<file path="config.mk">
export PLATFORM = sky130hd
export DESIGN_NAME = vrf_operand_requester
export DESIGN_NICKNAME = d
export VERILOG_FILES = /design/src/rtl/vrf_operand_requester_pkg.sv /design/src/rtl/vrf_operand_requester_read_sequencer.sv /design/src/rtl/vrf_operand_requester.sv
export SDC_FILE = /design/constraint.sdc
export NUM_CORES = 1
export LEC_CHECK = 0
export BUFFER_PORTS_ARGS = -buffer_cell sky130_fd_sc_hd__buf_2
export CELL_PAD_IN_SITES_DETAIL_PLACEMENT = 1
export CELL_PAD_IN_SITES_GLOBAL_PLACEMENT = 1
export CORE_AREA = 2 2 316 318
export DETAILED_ROUTE_END_ITERATION = 10
export DIE_AREA = 0 0 318 320
export PLACE_DENSITY = 0.5
export SYNTH_ARGS = -nofsm -noshare
export SYNTH_HDL_FRONTEND = slang
export SYNTH_HIERARCHICAL = 1
export SYNTH_SLANG_ARGS = --single-unit
</file>
<file path="constraint.sdc">
create_clock -name clk_i -period 6.7 [get_ports clk_i]
set_input_delay 1.675 -clock clk_i [delete_from_list [all_inputs] [get_ports clk_i]]
set_output_delay 1.675 -clock clk_i [all_outputs]
set_load 0.005 [all_outputs]
</file>
<file path="src/rtl/vrf_operand_requester_pkg.sv">
// Shared types for the VRF operand requester slice.
// Provides the element/strobe types, the operand-queue enumeration and the
// read-sequencer state encoding used by vrf_read_sequencer and
// vrf_operand_requester.
package vrf_operand_requester_pkg;

  localparam int unsigned ELEN            = 64;
  localparam int unsigned NrOperandQueues = 4;

  typedef logic [ELEN-1:0]   elen_t;
  typedef logic [ELEN/8-1:0] strb_t;

  // One entry per operand queue fed by the VRF.
  typedef enum logic [1:0] {
    ALU_A  = 2'd0,
    ALU_B  = 2'd1,
    MFPU_A = 2'd2,
    MFPU_B = 2'd3
  } opqueue_e;

  // Read-sequencer states.
  localparam logic [0:0] SEQ_IDLE = 1'b0;
  localparam logic [0:0] SEQ_REQ  = 1'b1;

endpackage

</file>
<file path="src/rtl/vrf_operand_requester_read_sequencer.sv">
// vrf_read_sequencer: per-operand-queue read command walker.
// Accepts a (start address, length) command, then raises rd_req once per word
// while the queue has credit. Each grant advances the address (wrapping at the
// end of the VRF), consumes one credit and one remaining word. Pops from the
// operand queue return credits. done pulses the cycle after the last grant or
// after a zero-length command is accepted.
// Ports:
//   clk_i, rst_ni           clock, asynchronous active-low reset
//   cmd_valid/cmd_ready     command handshake
//   cmd_addr, cmd_len       start word address and word count
//   pop                     operand queue consumed one word (credit return)
//   grant                   this queue's request won its bank this cycle
//   rd_req, rd_addr         outstanding request and its VRF word address
//   done                    one-cycle completion pulse
module vrf_read_sequencer
  import vrf_operand_requester_pkg::*;
#(
  parameter type         vaddr_t    = logic [6:0],
  parameter int unsigned TotWords   = 128,
  parameter int unsigned LenWidth   = 8,
  parameter int unsigned QueueDepth = 2,
  localparam int unsigned CreditW   = $clog2(QueueDepth + 1)
) (
  input  logic                clk_i,
  input  logic                rst_ni,
  input  logic                cmd_valid,
  output logic                cmd_ready,
  input  vaddr_t              cmd_addr,
  input  logic [LenWidth-1:0] cmd_len,
  input  logic                pop,
  input  logic                grant,
  output logic                rd_req,
  output vaddr_t              rd_addr,
  output logic                done
);

  localparam vaddr_t               LastAddr   = vaddr_t'(TotWords - 1);
  localparam logic [CreditW-1:0]   CreditInit = CreditW'(QueueDepth);

  logic [0:0]          state_reg;
  vaddr_t              addr_reg;
  logic [LenWidth-1:0] rem_reg;
  logic [CreditW-1:0]  credit_reg;
  logic [CreditW-1:0]  credit_next;
  logic                done_reg;

  assign cmd_ready = (state_reg == SEQ_IDLE);
  assign rd_req    = (state_reg == SEQ_REQ) && (credit_reg != '0);
  assign rd_addr   = addr_reg;
  assign done      = done_reg;

  // A pop and a grant in the same cycle cancel out.
  always_comb begin
    credit_next = credit_reg;
    if (pop && !grant) begin
      credit_next = credit_reg + CreditW'(1);
    end else if (!pop && grant) begin
      credit_next = credit_reg - CreditW'(1);
    end
  end

  always_ff @(posedge clk_i or negedge rst_ni) begin
    if (!rst_ni) begin
      state_reg  <= SEQ_IDLE;
      addr_reg   <= '0;
      rem_reg    <= '0;
      credit_reg <= CreditInit;
      done_reg   <= 1'b0;
    end else begin
      credit_reg <= credit_next;
      done_reg   <= 1'b0;
      case (state_reg)
        SEQ_IDLE: begin
          if (cmd_valid) begin
            addr_reg <= cmd_addr;
            rem_reg  <= cmd_len;
            // Zero-length commands complete without touching the VRF.
            if (cmd_len == '0) begin
              done_reg <= 1'b1;
            end else begin
              state_reg <= SEQ_REQ;
            end
          end
        end
        SEQ_REQ: begin
          if (grant) begin
            addr_reg <= (addr_reg == LastAddr) ? '0 : addr_reg + vaddr_t'(1);
            rem_reg  <= rem_reg - LenWidth'(1);
            if (rem_reg == LenWidth'(1)) begin
              state_reg <= SEQ_IDLE;
              done_reg  <= 1'b1;
            end
          end
        end
        default: state_reg <= SEQ_IDLE;
      endcase
    end
  end

  // Returning a credit to a full counter means the queue popped a word it
  // never asked for.
  pop_overflow: assert property (@(posedge clk_i) disable iff (!rst_ni)
    !(pop && !grant && (credit_reg == CreditInit)));

endmodule

</file>
<file path="src/rtl/vrf_operand_requester.sv">
// vrf_operand_requester: lane-level VRF initiator.
// One vrf_read_sequencer per operand queue produces read requests; each bank
// then picks a winner: a write to the bank always wins, otherwise the
// requesting queues are served round-robin. Bank outputs are combinational
// from the sequencer registers and the write inputs.
// Ports:
//   clk_i, rst_ni                      clock, asynchronous active-low reset
//   cmd_valid_i/cmd_ready_o            per-queue read command handshake
//   cmd_addr_i, cmd_len_i              start word address, word count
//   done_o                             per-queue completion pulse
//   opqueue_pop_i                      per-queue credit return
//   wr_valid_i/wr_ready_o              write stream (always ready)
//   wr_addr_i, wr_data_i, wr_be_i      write address, data, byte enables
//   req_o, addr_o, wen_o, wdata_o,
//   be_o, tgt_opqueue_o                per-bank SRAM request
module vrf_operand_requester
  import vrf_operand_requester_pkg::*;
#(
  parameter int unsigned  NrBanks    = 8,
  parameter int unsigned  VRFSize    = 8192,
  parameter type          vaddr_t    = logic [6:0],
  parameter int unsigned  QueueDepth = 2,
  localparam int unsigned NumWords   = VRFSize / NrBanks / $bits(elen_t),
  localparam int unsigned TotWords   = NumWords * NrBanks,
  localparam int unsigned LenWidth   = $clog2(TotWords) + 1,
  localparam int unsigned BankIdxW   = $clog2(NrBanks)
) (
  input  logic                                     clk_i,
  input  logic                                     rst_ni,
  input  logic     [NrOperandQueues-1:0]           cmd_valid_i,
  output logic     [NrOperandQueues-1:0]           cmd_ready_o,
  input  vaddr_t   [NrOperandQueues-1:0]           cmd_addr_i,
  input  logic     [NrOperandQueues-1:0][LenWidth-1:0] cmd_len_i,
  output logic     [NrOperandQueues-1:0]           done_o,
  input  logic     [NrOperandQueues-1:0]           opqueue_pop_i,
  input  logic                                     wr_valid_i,
  output logic                                     wr_ready_o,
  input  vaddr_t                                   wr_addr_i,
  input  elen_t                                    wr_data_i,
  input  strb_t                                    wr_be_i,
  output logic     [NrBanks-1:0]                   req_o,
  output vaddr_t   [NrBanks-1:0]                   addr_o,
  output opqueue_e [NrBanks-1:0]                   tgt_opqueue_o,
  output logic     [NrBanks-1:0]                   wen_o,
  output elen_t    [NrBanks-1:0]                   wdata_o,
  output strb_t    [NrBanks-1:0]                   be_o
);

  localparam int unsigned      QIdxW = $clog2(NrOperandQueues);
  localparam logic [QIdxW-1:0] LastQ = QIdxW'(NrOperandQueues - 1);

  logic   [NrOperandQueues-1:0]              rd_req;
  vaddr_t [NrOperandQueues-1:0]              rd_addr;
  logic   [NrOperandQueues-1:0]              grant;
  logic   [NrBanks-1:0][NrOperandQueues-1:0] bank_grant;

  assign wr_ready_o = 1'b1;

  for (genvar gi = 0; gi < NrOperandQueues; gi++) begin : gen_seq
    vrf_read_sequencer #(
      .vaddr_t    (vaddr_t),
      .TotWords   (TotWords),
      .LenWidth   (LenWidth),
      .QueueDepth (QueueDepth)
    ) i_seq (
      .clk_i     (clk_i),
      .rst_ni    (rst_ni),
      .cmd_valid (cmd_valid_i[gi]),
      .cmd_ready (cmd_ready_o[gi]),
      .cmd_addr  (cmd_addr_i[gi]),
      .cmd_len   (cmd_len_i[gi]),
      .pop       (opqueue_pop_i[gi]),
      .grant     (grant[gi]),
      .rd_req    (rd_req[gi]),
      .rd_addr   (rd_addr[gi]),
      .done      (done_o[gi])
    );
  end

  // Each queue addresses exactly one bank per cycle, so OR-ing the per-bank
  // grant vectors never merges two grants for the same queue.
  always_comb begin
    grant = '0;
    for (int b = 0; b < NrBanks; b++) begin
      grant = grant | bank_grant[b];
    end
  end

  for (genvar gi = 0; gi < NrBanks; gi++) begin : gen_bank
    logic [QIdxW-1:0]           rr_ptr_reg;
    logic [NrOperandQueues-1:0] bank_req;
    logic                       wr_hit;
    logic                       rd_win;
    logic [QIdxW-1:0]           winner;
    logic [QIdxW-1:0]           cand;
    logic                       read_grant;
    logic                       b_req;
    logic                       b_wen;
    vaddr_t                     b_addr;
    opqueue_e                   b_tgt;
    elen_t                      b_wdata;
    strb_t                      b_be;

    always_comb begin
      for (int q = 0; q < NrOperandQueues; q++) begin
        bank_req[q] = rd_req[q] && (rd_addr[q][BankIdxW-1:0] == BankIdxW'(gi));
      end
    end

    assign wr_hit = wr_valid_i && (wr_addr_i[BankIdxW-1:0] == BankIdxW'(gi));

    // Round-robin search starting at the pointer.
    always_comb begin
      rd_win = 1'b0;
      winner = '0;
      cand   = '0;
      for (int k = 0; k < NrOperandQueues; k++) begin
        cand = QIdxW'((int'(rr_ptr_reg) + k) % NrOperandQueues);
        if (!rd_win && bank_req[cand]) begin
          rd_win = 1'b1;
          winner = cand;
        end
      end
    end

    assign read_grant     = rd_win && !wr_hit;
    assign bank_grant[gi] = NrOperandQueues'(read_grant) << winner;

    // The pointer only moves when a read actually gets the bank.
    always_ff @(posedge clk_i or negedge rst_ni) begin
      if (!rst_ni) begin
        rr_ptr_reg <= '0;
      end else if (read_grant) begin
        rr_ptr_reg <= (winner == LastQ) ? '0 : winner + QIdxW'(1);
      end
    end

    always_comb begin
      b_req   = 1'b0;
      b_wen   = 1'b0;
      b_addr  = '0;
      b_tgt   = ALU_A;
      b_wdata = '0;
      b_be    = '0;
      if (wr_hit) begin
        b_req   = 1'b1;
        b_wen   = 1'b1;
        b_addr  = wr_addr_i >> BankIdxW;
        b_wdata = wr_data_i;
        b_be    = wr_be_i;
      end else if (rd_win) begin
        b_req  = 1'b1;
        b_addr = rd_addr[winner] >> BankIdxW;
        b_tgt  = opqueue_e'(winner);
      end
    end

    assign req_o[gi]         = b_req;
    assign wen_o[gi]         = b_wen;
    assign addr_o[gi]        = b_addr;
    assign tgt_opqueue_o[gi] = b_tgt;
    assign wdata_o[gi]       = b_wdata;
    assign be_o[gi]          = b_be;
  end

endmodule

</file>
Word-level counts from Yosys, hierarchy flattened --
Index checks and enable logic that the tools add are counted.
Storage, ports and cells: register bits 92, bits of input ports 150, output and inout port bits 673, word-level logic and storage cells 639
Operators by class: add/subtract/negate cells 48, order comparisons 40, eq/ne operators 59, shift operators 8, muxes and demuxes 300, bitwise operators 11, reduce and logical (&&, ||, !) cells 145
Operators by type and width (number):
- 64-bit two-way mux | 8
- 7-bit two-way mux | 21
- 2-bit two-way mux | 64
- 8-bit two-way mux | 16
- 2-bit by 3-bit < comparator with 1-bit output (second input constant) | 40
- 1-bit two-way mux | 120
- 7-bit binary-select mux with 2-bit select | 8
- 1-bit logical AND | 84
- 1-bit binary-select mux with 2-bit select | 32
- 8-bit case mux with 2 select lines | 4
- 3-bit == test (second input constant) | 20
- 4-bit two-way mux | 15
- 7-bit case mux with 2 select lines | 4
- 2-bit by 1-bit adder with 2-bit output (second input constant) | 20
- 1-bit zero test | 40
- 2-bit adder (second input constant) | 16
- 8-bit by 1-bit == test with 1-bit output (second input constant) | 4
- 8-bit zero test | 4
- 1-bit by 2-bit left shift with 4-bit output | 8
- 8-bit by 1-bit subtractor with 8-bit output (second input constant) | 4
- 3-bit by 2-bit == test with 1-bit output (second input constant) | 10
- 7-bit by 1-bit adder with 7-bit output (second input constant) | 4
- 7-bit == test (second input constant) | 4
- 4-bit OR | 7
- 9 further kinds | 54

Longest topological paths before layout --
Gate-level depths: netlist of run 1.
depth after elaboration 27, gate-level depth with buffers 17, mapped depth without buffers 14

Hierarchy --
The synthesis of run 1 kept the hierarchy.
Modules (own cells, without submodules):
- vrf_operand_requester | times used 1, cells each 1139, area each 7669.9 µm², sequential area each 400.4 µm²
- vrf_read_sequencer (gen_seq[0].i_seq ...) | times used 3, cells each 130, area each 1198.6 µm², sequential area each 476.7 µm²
- vrf_read_sequencer (gen_seq[3].i_seq) | times used 1, cells each 130, area each 1196.1 µm², sequential area each 476.7 µm²

Worst setup path before layout of run 1 --
No wires, ideal clock.
kind in2out, start point in wr_addr_i[2] in the netlist's numbering, end point out be_o[2] in the netlist's numbering, data arrival time 2.972 ns, data required time 5.025 ns, slack 2.053 ns, stages on the path 5, buffers on the path 2, cell sequence nand2b_1 -> nor3_1 -> clkbuf_1 -> clkbuf_1 -> and2_1
RTL lines:
- start: declaration | line vrf_operand_requester.sv:38 | input vaddr_t wr_addr_i,
- end: declaration | line vrf_operand_requester.sv:46 | output strb_t [NrBanks-1:0] be_o

==> results_dict.tcl, run 1 <==
set metrics [dict create \
    outcome "complete, no violations" \
    fp.dieH_um 320 \
    period_minus_slack_ps 5460 \
    power.leakage_nw 9.67 \
    cts_root_buf "clkbuf_16" \
    drive_gt1_frac 0.387 \
    worstSetupStartpointType "flop" \
    grt_use_total 0.176 \
    fin_nets 2538 \
    ys_types 83 \
    cp.arrival_ps 3780 \
    fmax_mhz 183 \
    cts_made_buffers 9 \
    synth_top_family_by_area "simple AND/OR/NAND/NOR gates" \
    synthSimpleGateAreaFrac 0.472 \
    antenna_found_initial 49 \
    irDropWorstVdd_mv 0.162 \
    fp.dieArea_mm2 0.102 \
    hpwl_mm 76.6 \
    synth_edf_count 0 \
    netSwitchingFraction 0.549 \
    ioPinCount 823 \
    p_comb_frac 0.673 \
    synth_area_mm2 0.0125 \
    cts_setup_buffers 0 \
    clk_pin_slew_ps 80 \
    h-tree-depth 3 \
    cp_top_family "simple AND/OR/NAND/NOR gates" \
    wl_per_cell_um 25.4 \
    fin_tns_setup_ps 0 \
    clkLatencyLatePin_ps 400 \
    yosysMostFrequentCell "and2_1" \
    drv_cap 0 \
    ys.flop_type "dfrtp_1" \
    route.antenna.remaining_nets 0 \
    p_int_mw 3.00 \
    yosys_warnings 6 \
    post-route-period-util 0.814 \
    core.rowCount 115 \
    synth-seq-cells 92 \
    die_w_um 318 \
    overflow 0 \
    clockBufferDepth 2 \
    synthXorXnorAreaFrac 0.0246 \
    p_sw_mw 3.66 \
    coreArea_mm2 0.0980 \
    synthTopCellsByCount "576 x and2_1, 88 x dfrtp_1, 85 x clkbuf_1, 84 x nand2_1, 76 x nor2_1" \
    crit_slowest_cell "nor4_1" \
    crit_type "flop to output pin" \
    seq_power_share 0.231 \
    tritoncts "built" \
    routed_via_density 4.22 \
    yosysTopAreaCellShare 0.289 \
    routed_wl_mm 93.6 \
    end_kind "output pin" \
    slew_violations 0 \
    path_cells "nor4b_2, nor4_1, or2_0, or2_2, o221ai_1, buf_2" \
    dpl-instance-area_mm2 0.0177 \
    syn_avg_cell_area_um2 7.51 \
    start_util 0.127 \
    io_buffers 797 \
    gp_congestion 0.830 \
    pwr_density_cell_mw_per_mm2 368 \
    power_frac_clock 0.097 \
    seq_area_frac_synth 0.185 \
    cp_max_fo 22 \
    synthMuxAreaShare 0.0689 \
    grt_pass1_vias 15048 \
    hold_viol_final 0 \
    async_reset_ff_frac 1.00 \
    slew_headroom 0.201 \
    grt_max_degree 79 \
    min_path_type "flop to flop" \
    skew_ps 25.3 \
    cts_sinks 92 \
    synth_compound_area_frac 0.157 \
    largest_reg_flops 32 \
    finalSetupViolations 0 \
    synth_area_leaders "and2_1 29%, dfrtp_1 18%, mux2i_1 5.9%" \
    ctsResizeCount 0 \
    syn_inst 1659 \
    synth.largest_area_cell "and2_1" \
    rsz0062_at_grt "no" \
    drt_iter0_drc 962 \
    worstMarginPinSlew_ps 1190 \
    path_buf_inv 1 \
    route.detailed.drc 0 \
    synth_fa_ha_area_frac 0.0161 \
    syn_to_final_growth_pct 45.4 \
    grt_pass1_wl_mm 127 \
    max_stage_delay_ps 1000 \
    required_ps 5030 \
    hold_buffers 0 \
    finalInstanceArea_mm2 0.0181 \
    dr_total_vias 15544 \
    first_pass_iters 5 \
]
-- cells in the final DEF, fill, tap and decap left out, types with 25 or more instances in the layout --
cell,instances
inv_1,33
dfrtp_1,88
and2_1,576
a21oi_1,49
mux2i_1,73
conb_1,25
o221ai_1,33
buf_4,44
buf_2,796
a211oi_1,47
nand3_1,29
o21ai_0,32
nand2_1,84
nor2b_1,52
nor2_1,70
-- logic make-up after synthesis --
group	count (synthesis)
compound gates	270
mux	81
fa+ha+maj	16
other cells	2
xor+xnor	35
buf+inv	198
simple gates	965
flops	92
-- power by group through the flow --
stage	combinational, mW	sequential, mW	clock, mW
after floorplan	2.91	1.18	0
after global placement	4.48	1.54	0
after detailed placement	4.51	1.54	0
after CTS	4.53	1.53	0.671
after global routing	4.94	1.60	0.683
final	4.48	1.54	0.643
-- final timing paths --
kind | from | end | slack (ps) | cells past startpoint
max | gen_seq[2].i_seq/rd_addr[2] | addr_o[0] | 1240 | 6
min | gen_seq[1].i_seq/rem_reg[7] | gen_seq[1].i_seq/done | 510 | 1
max reg2reg | gen_seq[2].i_seq/rd_addr[2] | gen_seq[3].i_seq/credit_reg[1] | 1710 | 10
min reg2reg | gen_seq[1].i_seq/rem_reg[7] | gen_seq[1].i_seq/done | 510 | 1
max in group asynchronous | rst_ni | gen_seq[3].i_seq/rd_addr[5] | 4170 | 2
min in group asynchronous | rst_ni | gen_seq[1].i_seq/rem_reg[7] | 1360 | 1
-- worst register-to-register path, stage by stage (launching register included) --
cell       delay [ps]
dfrtp_1           870
nor4b_2           220
nor4_1           1000
or2_0             580
nor3_1            200
a2111oi_0         380
nand4_1           750
inv_1             290
ha_1              280
nor2_1            150
xor2_1            180
-- layout make-up --
type                            instances  area [µm²]
Antenna cell                           22        55.1
Clock buffer                            9         225
Clock inverter                          7         120
Fill cell                           12095       79900
Inverter                               37         139
Multi-Input combinational cell       1392        9350
Sequential cell                        92        2310
Tap cell                             1287        1610
Timing Repair Buffer                  840        4310
-- per-stage QoR --
stage / hold WS [ps] / power (mW) / setup WS, ps / utilization / instances
4_1_cts: 514 / 6.73 / 1240 / 0.184 / 3664
5_1_grt: 537 / 7.22 / 1020 / 0.184 / 3669
3_3_place_gp: 506 / 6.02 / 1260 / 0.181 / 3648
2_1_floorplan: 471 / 4.09 / 2050 / - / 1682
3_5_place_dp: 508 / 6.05 / 1250 / 0.181 / 3648
6_report: 508 / 6.66 / 1240 / 0.185 / 3686
-- metal layers --
layer	vias up	wire length [µm]	global-route usage
li1	7112	-	-
met1	7572	39200	0.219
met2	729	44200	0.297
met3	113	7570	0.0507
met4	18	2460	0.0451
met5	-	120	0
Note: power is estimated with default switching activity, not from simulation.
==> inputs of run 2 (changes only) <==
--- a/config.mk
+++ b/config.mk
@@ -5,13 +5,14 @@
 export SDC_FILE = /design/constraint.sdc
 export NUM_CORES = 1
 export LEC_CHECK = 0
+export ABC_AREA = 1
 export BUFFER_PORTS_ARGS = -buffer_cell sky130_fd_sc_hd__buf_2
 export CELL_PAD_IN_SITES_DETAIL_PLACEMENT = 1
 export CELL_PAD_IN_SITES_GLOBAL_PLACEMENT = 1
-export CORE_AREA = 2 2 316 318
+export CORE_AREA = 2 2 322 324
 export DETAILED_ROUTE_END_ITERATION = 10
-export DIE_AREA = 0 0 318 320
-export PLACE_DENSITY = 0.5
+export DIE_AREA = 0 0 324 326
+export PLACE_DENSITY = 0.52
 export SYNTH_ARGS = -nofsm -noshare
 export SYNTH_HDL_FRONTEND = slang
 export SYNTH_HIERARCHICAL = 1
==> constraint.sdc (replaced) <==
create_clock -name clk_i -period 5.4 [get_ports clk_i]
set_input_delay 1.35 -clock clk_i [delete_from_list [all_inputs] [get_ports clk_i]]
set_output_delay 1.35 -clock clk_i [all_outputs]
set_load 0.005 [all_outputs]
==> run 2 against run 1 <==
  * Clock skew shrank 5.3 ps
  * Final cell count is 23% higher
  * Synthesized area up 2.2%
  * Combinational power grew 130%
  * Sequential power grew 24%
  * Largest cell class unchanged
  * First-iteration DRC count grew 51%
==> results_dict.tcl, run 2 <==
set metrics [dict create \
    syn_avg_cell_area_um2 5.30 \
    drt_iter0_drc 1451 \
    ctsResizeCount 0 \
    post-route-period-util 0.925 \
    num-fill-cells 13370 \
    cts_made_buffers 9 \
    synthMuxAreaShare 0 \
    synth_area_mm2 0.0127 \
    io_buffers 797 \
    fp.dieH_um 326 \
    path_cells "inv_1, a21oi_1, nand2_1, nor2_1, nand2_1, nand3_1, nand2_2, nand3_1, nand3_2, nand2_4, nand2_1, nand3_1, nand3_1, o21ai_0, buf_2" \
    routed_via_density 4.22 \
    end_kind "output pin" \
    ys_types 43 \
    cts_sinks 92 \
    synthSimpleGateAreaFrac 0.559 \
    tritoncts "built" \
    synth-seq-cells 92 \
    crit_top_cell "nand3_1" \
    path_buf_inv 2 \
    synth_edf_count 0 \
    period_minus_slack_ps 5000 \
    clkLatencyLatePin_ps 390 \
    irDropWorstVdd_mv 0.281 \
    async_reset_ff_frac 1.00 \
    yosysTopAreaCellShare 0.221 \
    cp.arrival_ps 3650 \
    cp_max_fo 10 \
    routed_wl_mm 107 \
    drive_gt1_frac 0.314 \
    hold_buffers 0 \
    ys.flop_type "dfrtp_1" \
    synth_area_leaders "nor2_1 22%, dfrtp_1 17%, nand2_1 16%" \
    grt_use_total 0.193 \
    hold_viol_final 0 \
    fin_tns_setup_ps 0 \
    antenna_found_initial 43 \
    yosysMostFrequentCell "nor2_1" \
    r2r_end "gen_seq[1].i_seq/rem_reg[5]" \
    rsz0062_at_grt "no" \
    numPlacedInstances 4495 \
    cts_setup_buffers 0 \
    clk_pin_slew_ps 90 \
    syn_inst 2405 \
    crit_slowest_cell "dfstp_2" \
    finalSetupViolations 0 \
    r2r_start "gen_seq[3].i_seq/credit_reg[1]" \
    hpwl_mm 88.3 \
    syn_to_final_growth_pct 44.8 \
    grt_max_degree 75 \
    drv_cap 0 \
    fin_cells 4531 \
    clockBufferDepth 2 \
    start_util 0.124 \
    core.rowCount 118 \
    synth_top_family_by_area "simple AND/OR/NAND/NOR gates" \
    min_path_type "flop to flop" \
    hold_start "gen_seq[0].i_seq/credit_reg[0]" \
    required_ps 4050 \
    synth_fa_ha_area_frac 0.0157 \
    synth.largest_area_cell "nor2_1" \
    final_common_cell "buf_2" \
    fin_nets 3292 \
    yosys_warnings 6 \
    grt_pass1_vias 17992 \
    route.antenna.remaining_nets 0 \
    wl_per_cell_um 23.6 \
    pwr_density_cell_mw_per_mm2 710 \
    dr_total_vias 19120 \
    synthXorXnorAreaFrac 0.0298 \
    cts_root_buf "clkbuf_16" \
    gp_congestion 0.877 \
    worstSetupStartpointType "flop" \
    hold_end "gen_seq[0].i_seq/credit_reg[0]" \
    fp.dieArea_mm2 0.106 \
    overflow 0 \
    ioPinCount 823 \
    crit_type "flop to output pin" \
    ff2ff_path_depth 22 \
    hold_depth 1 \
    max_stage_delay_ps 520 \
    coreArea_mm2 0.103 \
    slew_violations 0 \
    largest_reg_flops 32 \
    r2r_slack_ps 1260 \
    outcome "complete, no violations" \
    fmax_mhz 200 \
    slew_headroom 0.179 \
    synthTopCellsByCount "749 x nor2_1, 542 x nand2_1, 276 x nand3_1, 225 x inv_1, 88 x dfrtp_1" \
    seq_area_frac_synth 0.181 \
    synth_compound_area_frac 0.0720 \
    h-tree-depth 3 \
    first_pass_iters 5 \
    worstMarginPinSlew_ps 1230 \
    cp_top_family "simple AND/OR/NAND/NOR gates" \
    layout_common_cells "796 x buf_2, 749 x nor2_1, 542 x nand2_1, 276 x nand3_1, 220 x inv_1" \
    skew_ps 20.0 \
    grt_pass1_wl_mm 143 \
    route.detailed.drc 0 \
    power.leakage_nw 11.5 \
    die_w_um 324 \
]
[run 2: cell types whose count changed after synthesis, moves of 35 or more]
| cell | delta |
|---|---|
| nand2_1 | +458 |
| inv_1 | +192 |
| and2_1 | -576 |
| nand2_2 | +38 |
| o21ai_1 | +35 |
| nor2b_1 | -52 |
| nand3_1 | +247 |
| mux2i_1 | -73 |
| a211oi_1 | -47 |
| o21ai_0 | +40 |
| nor2_1 | +673 |
[run 2: logic make-up after synthesis]
logic type | after synthesis
buf+inv | 401
simple gates | 1685
xor+xnor | 36
compound gates | 173
other cells | 2
fa+ha+maj | 16
flops | 92
[run 2: layer usage]
layer,part of all wire,global-route usage,wire (µm),vias to the layer above
met3,0.088,0.0507,9420,108
met1,0.44,0.254,46500,9290
li1,-,-,-,8843
met2,0.45,0.302,48000,871
met4,0.028,0.0674,3000,8
met5,0.00036,0,39,-
[run 2: report_power, final]
part / switching (mW) / total [mW] / internal, mW
logic: 7.26 / 10.4 / 3.19
registers: 0.782 / 1.91 / 1.12
clock network: 0.361 / 0.738 / 0.377
[run 2: cell type report]
cell class	count	area, µm²	area share
antenna	20	50.0	0.00271
clock buffer	9	225	0.0122
clock inverter	7	103	0.00556
inverter	244	927	0.0503
multi-input combinational	1935	8700	0.472
sequential	92	2310	0.125
tap	1380	1730	0.0937
timing repair buffer	844	4390	0.238
[run 2: worst max path at each step]
stage / startpoint / to / slack [ps] / cells after the start
after floorplan: wr_addr_i[1] / req_o[2] / 1490 / 9
after global placement: wr_addr_i[2] / addr_o[49] / 700 / 9
after detailed placement: wr_addr_i[2] / addr_o[52] / 570 / 9
after CTS: gen_seq[3].i_seq/credit_reg[1] / addr_o[36] / 400 / 15
after global routing: gen_seq[3].i_seq/credit_reg[1] / addr_o[36] / 160 / 15
final: gen_seq[3].i_seq/credit_reg[1] / addr_o[36] / 400 / 15
[run 2: stage by stage]
stage | power (mW) | instance area [µm²] | util | hold WS (ps) | setup slack [ps]
2_1_floorplan | 8.39 | 12800 | - | 446 | 1490
3_3_place_gp | 12.3 | 18100 | 0.176 | 461 | 696
3_5_place_dp | 12.4 | 18100 | 0.176 | 466 | 573
4_1_cts | 13.2 | 18400 | 0.179 | 480 | 404
5_1_grt | 14.5 | 18400 | 0.180 | 507 | 156
6_report | 13.1 | 18400 | 0.180 | 472 | 405
==> inputs of run 3 (changes only) <==
--- a/config.mk
+++ b/config.mk
@@ -12,7 +12,7 @@
 export CORE_AREA = 2 2 322 324
 export DETAILED_ROUTE_END_ITERATION = 10
 export DIE_AREA = 0 0 324 326
-export PLACE_DENSITY = 0.52
+export PLACE_DENSITY = 0.49
 export SYNTH_ARGS = -nofsm -noshare
 export SYNTH_HDL_FRONTEND = slang
 export SYNTH_HIERARCHICAL = 1
==> run 3 against run 2 <==
  * Sequential power is 7% higher
  * Critical path type unchanged
  * Final area is 0.53% lower
  * Highest routed layer unchanged
  * Worst hold slack better by 6.9 ps
  * Flip-flop and latch count is the same
==> results_dict.tcl, run 3 (synthesis gave the netlist of run 2 again) <==
set metrics [dict create \
    cp_max_fo 6 \
    fin_nets 3282 \
    numPlacedInstances 4485 \
    first_pass_iters 5 \
    hold_buffers 0 \
    wl_per_cell_um 23.9 \
    gp_congestion 0.870 \
    ff2ff_path_depth 20 \
    cts_sinks 92 \
    r2r_start "gen_seq[1].i_seq/credit_reg[1]" \
    largest_reg_flops 32 \
    power_frac_clock 0.058 \
    p_comb_frac 0.785 \
    ctsResizeCount 0 \
    fmax_mhz 203 \
    cts_setup_buffers 0 \
    ioPinCount 823 \
    fin_cells 4505 \
    die_w_um 324 \
    drt_iter0_drc 1370 \
    finalInstanceArea_mm2 0.0183 \
    worstSetupStartpointType "flop" \
    final_core_util 0.179 \
    start_util 0.124 \
    coreArea_mm2 0.103 \
    h-tree-depth 3 \
    slew_headroom 0.290 \
    routed_via_density 4.20 \
    min_path_type "flop to flop" \
    drv_cap 0 \
    fp.dieArea_mm2 0.106 \
    dpl-instance-area_mm2 0.0180 \
    power.leakage_nw 11.4 \
    clk_pin_slew_ps 90 \
    netSwitchingFraction 0.644 \
    grt_use_total 0.195 \
    dr_total_vias 18915 \
    r2r_end "gen_seq[2].i_seq/rem_reg[5]" \
    route.antenna.remaining_nets 0 \
    post-route-period-util 0.914 \
    cts_root_buf "clkbuf_16" \
    r2r_slack_ps 1090 \
    route.detailed.drc 0 \
    routed_wl_mm 108 \
    hold_start "gen_seq[0].i_seq/credit_reg[0]" \
    skew_ps 23.1 \
    layout_common_cells "796 x buf_2, 749 x nor2_1, 542 x nand2_1, 276 x nand3_1, 220 x inv_1" \
    core.rowCount 118 \
    tritoncts "built" \
    fin_tns_setup_ps 0 \
    end_kind "output pin" \
    outcome "complete, no violations" \
    antenna_found_initial 28 \
    grt_pass1_wl_mm 145 \
    hpwl_mm 87.2 \
    clockBufferDepth 2 \
    grt_pass1_vias 18268 \
    finalSetupViolations 0 \
    cp.arrival_ps 3590 \
    fp.dieH_um 326 \
    overflow 0 \
    p_sw_mw 8.43 \
    rsz0062_at_grt "no" \
    hold_end "gen_seq[0].i_seq/credit_reg[0]" \
    crit_type "flop to output pin" \
    seq_power_share 0.156 \
    hold_viol_final 0 \
    io_buffers 797 \
    irDropWorstVdd_mv 0.337 \
    hold_depth 1 \
    required_ps 4050 \
    grt_max_degree 74 \
    p_int_mw 4.66 \
    drive_gt1_frac 0.312 \
    cts_made_buffers 9 \
    worstSetupStartpoint "gen_seq[1].i_seq/credit_reg[1]" \
    slew_violations 0 \
    final_common_cell "buf_2" \
    period_minus_slack_ps 4940 \
    syn_to_final_growth_pct 44.0 \
    clkLatencyLatePin_ps 410 \
    worstMarginPinSlew_ps 1070 \
    pwr_density_cell_mw_per_mm2 713 \
]
## run 3: metrics by stage
step / power (mW) / worst slack, ps / hold WS, ps
final: 13.1 / 462 / 479
after global routing: 14.5 / 216 / 501
after CTS: 13.2 / 455 / 483
after detailed placement: 12.4 / 457 / 467
after global placement: 12.3 / 473 / 461
after floorplan: 8.39 / 1490 / 446
## run 3: power by group through the flow
| stage | registers (mW) | clock network [mW] | logic (mW) |
|---|---|---|---|
| after floorplan | 1.43 | 0 | 6.96 |
| after global placement | 2.05 | 0 | 10.3 |
| after detailed placement | 2.04 | 0 | 10.3 |
| after CTS | 2.03 | 0.795 | 10.4 |
| after global routing | 2.10 | 0.816 | 11.6 |
| final | 2.05 | 0.762 | 10.3 |
## run 3: worst max path at each step
stage	end	depth (start not counted)
5_1_grt	addr_o[44]	16
6_report	addr_o[0]	13
3_5_place_dp	req_o[5]	8
4_1_cts	addr_o[0]	13
3_3_place_gp	req_o[5]	8
2_1_floorplan	req_o[2]	9
## run 3: metal layers
| metal | global-route usage | up-vias | wire length [µm] |
|---|---|---|---|
| li1 | - | 8812 | - |
| met1 | 0.249 | 9168 | 46400 |
| met2 | 0.316 | 805 | 49000 |
| met3 | 0.0513 | 126 | 8590 |
| met4 | 0.0619 | 4 | 3630 |
| met5 | 0 | - | 21 |
## run 3: final cells by class
cell class / count / area, µm²
inverters: 244 / 925
repair buffers: 834 / 4340
fillers: 13355 / 84300
well taps: 1380 / 1730
flip-flops and latches: 92 / 2310
clock buffers: 9 / 225
clock inverters: 7 / 97.6
multi-input cells: 1935 / 8700
diodes: 4 / 10.0
## run 3: worst max-delay path, cell delays in order (launching register included)
cell     delay (ps)
dfstp_2         520
inv_1            50
a21oi_1         430
inv_1           150
nor2_4          200
nand3_1         160
nand3_1         110
nand2_1          90
nand4_1         240
inv_1           190
nor2_1          440
nand3_1         270
nand2_1         200
buf_2           140
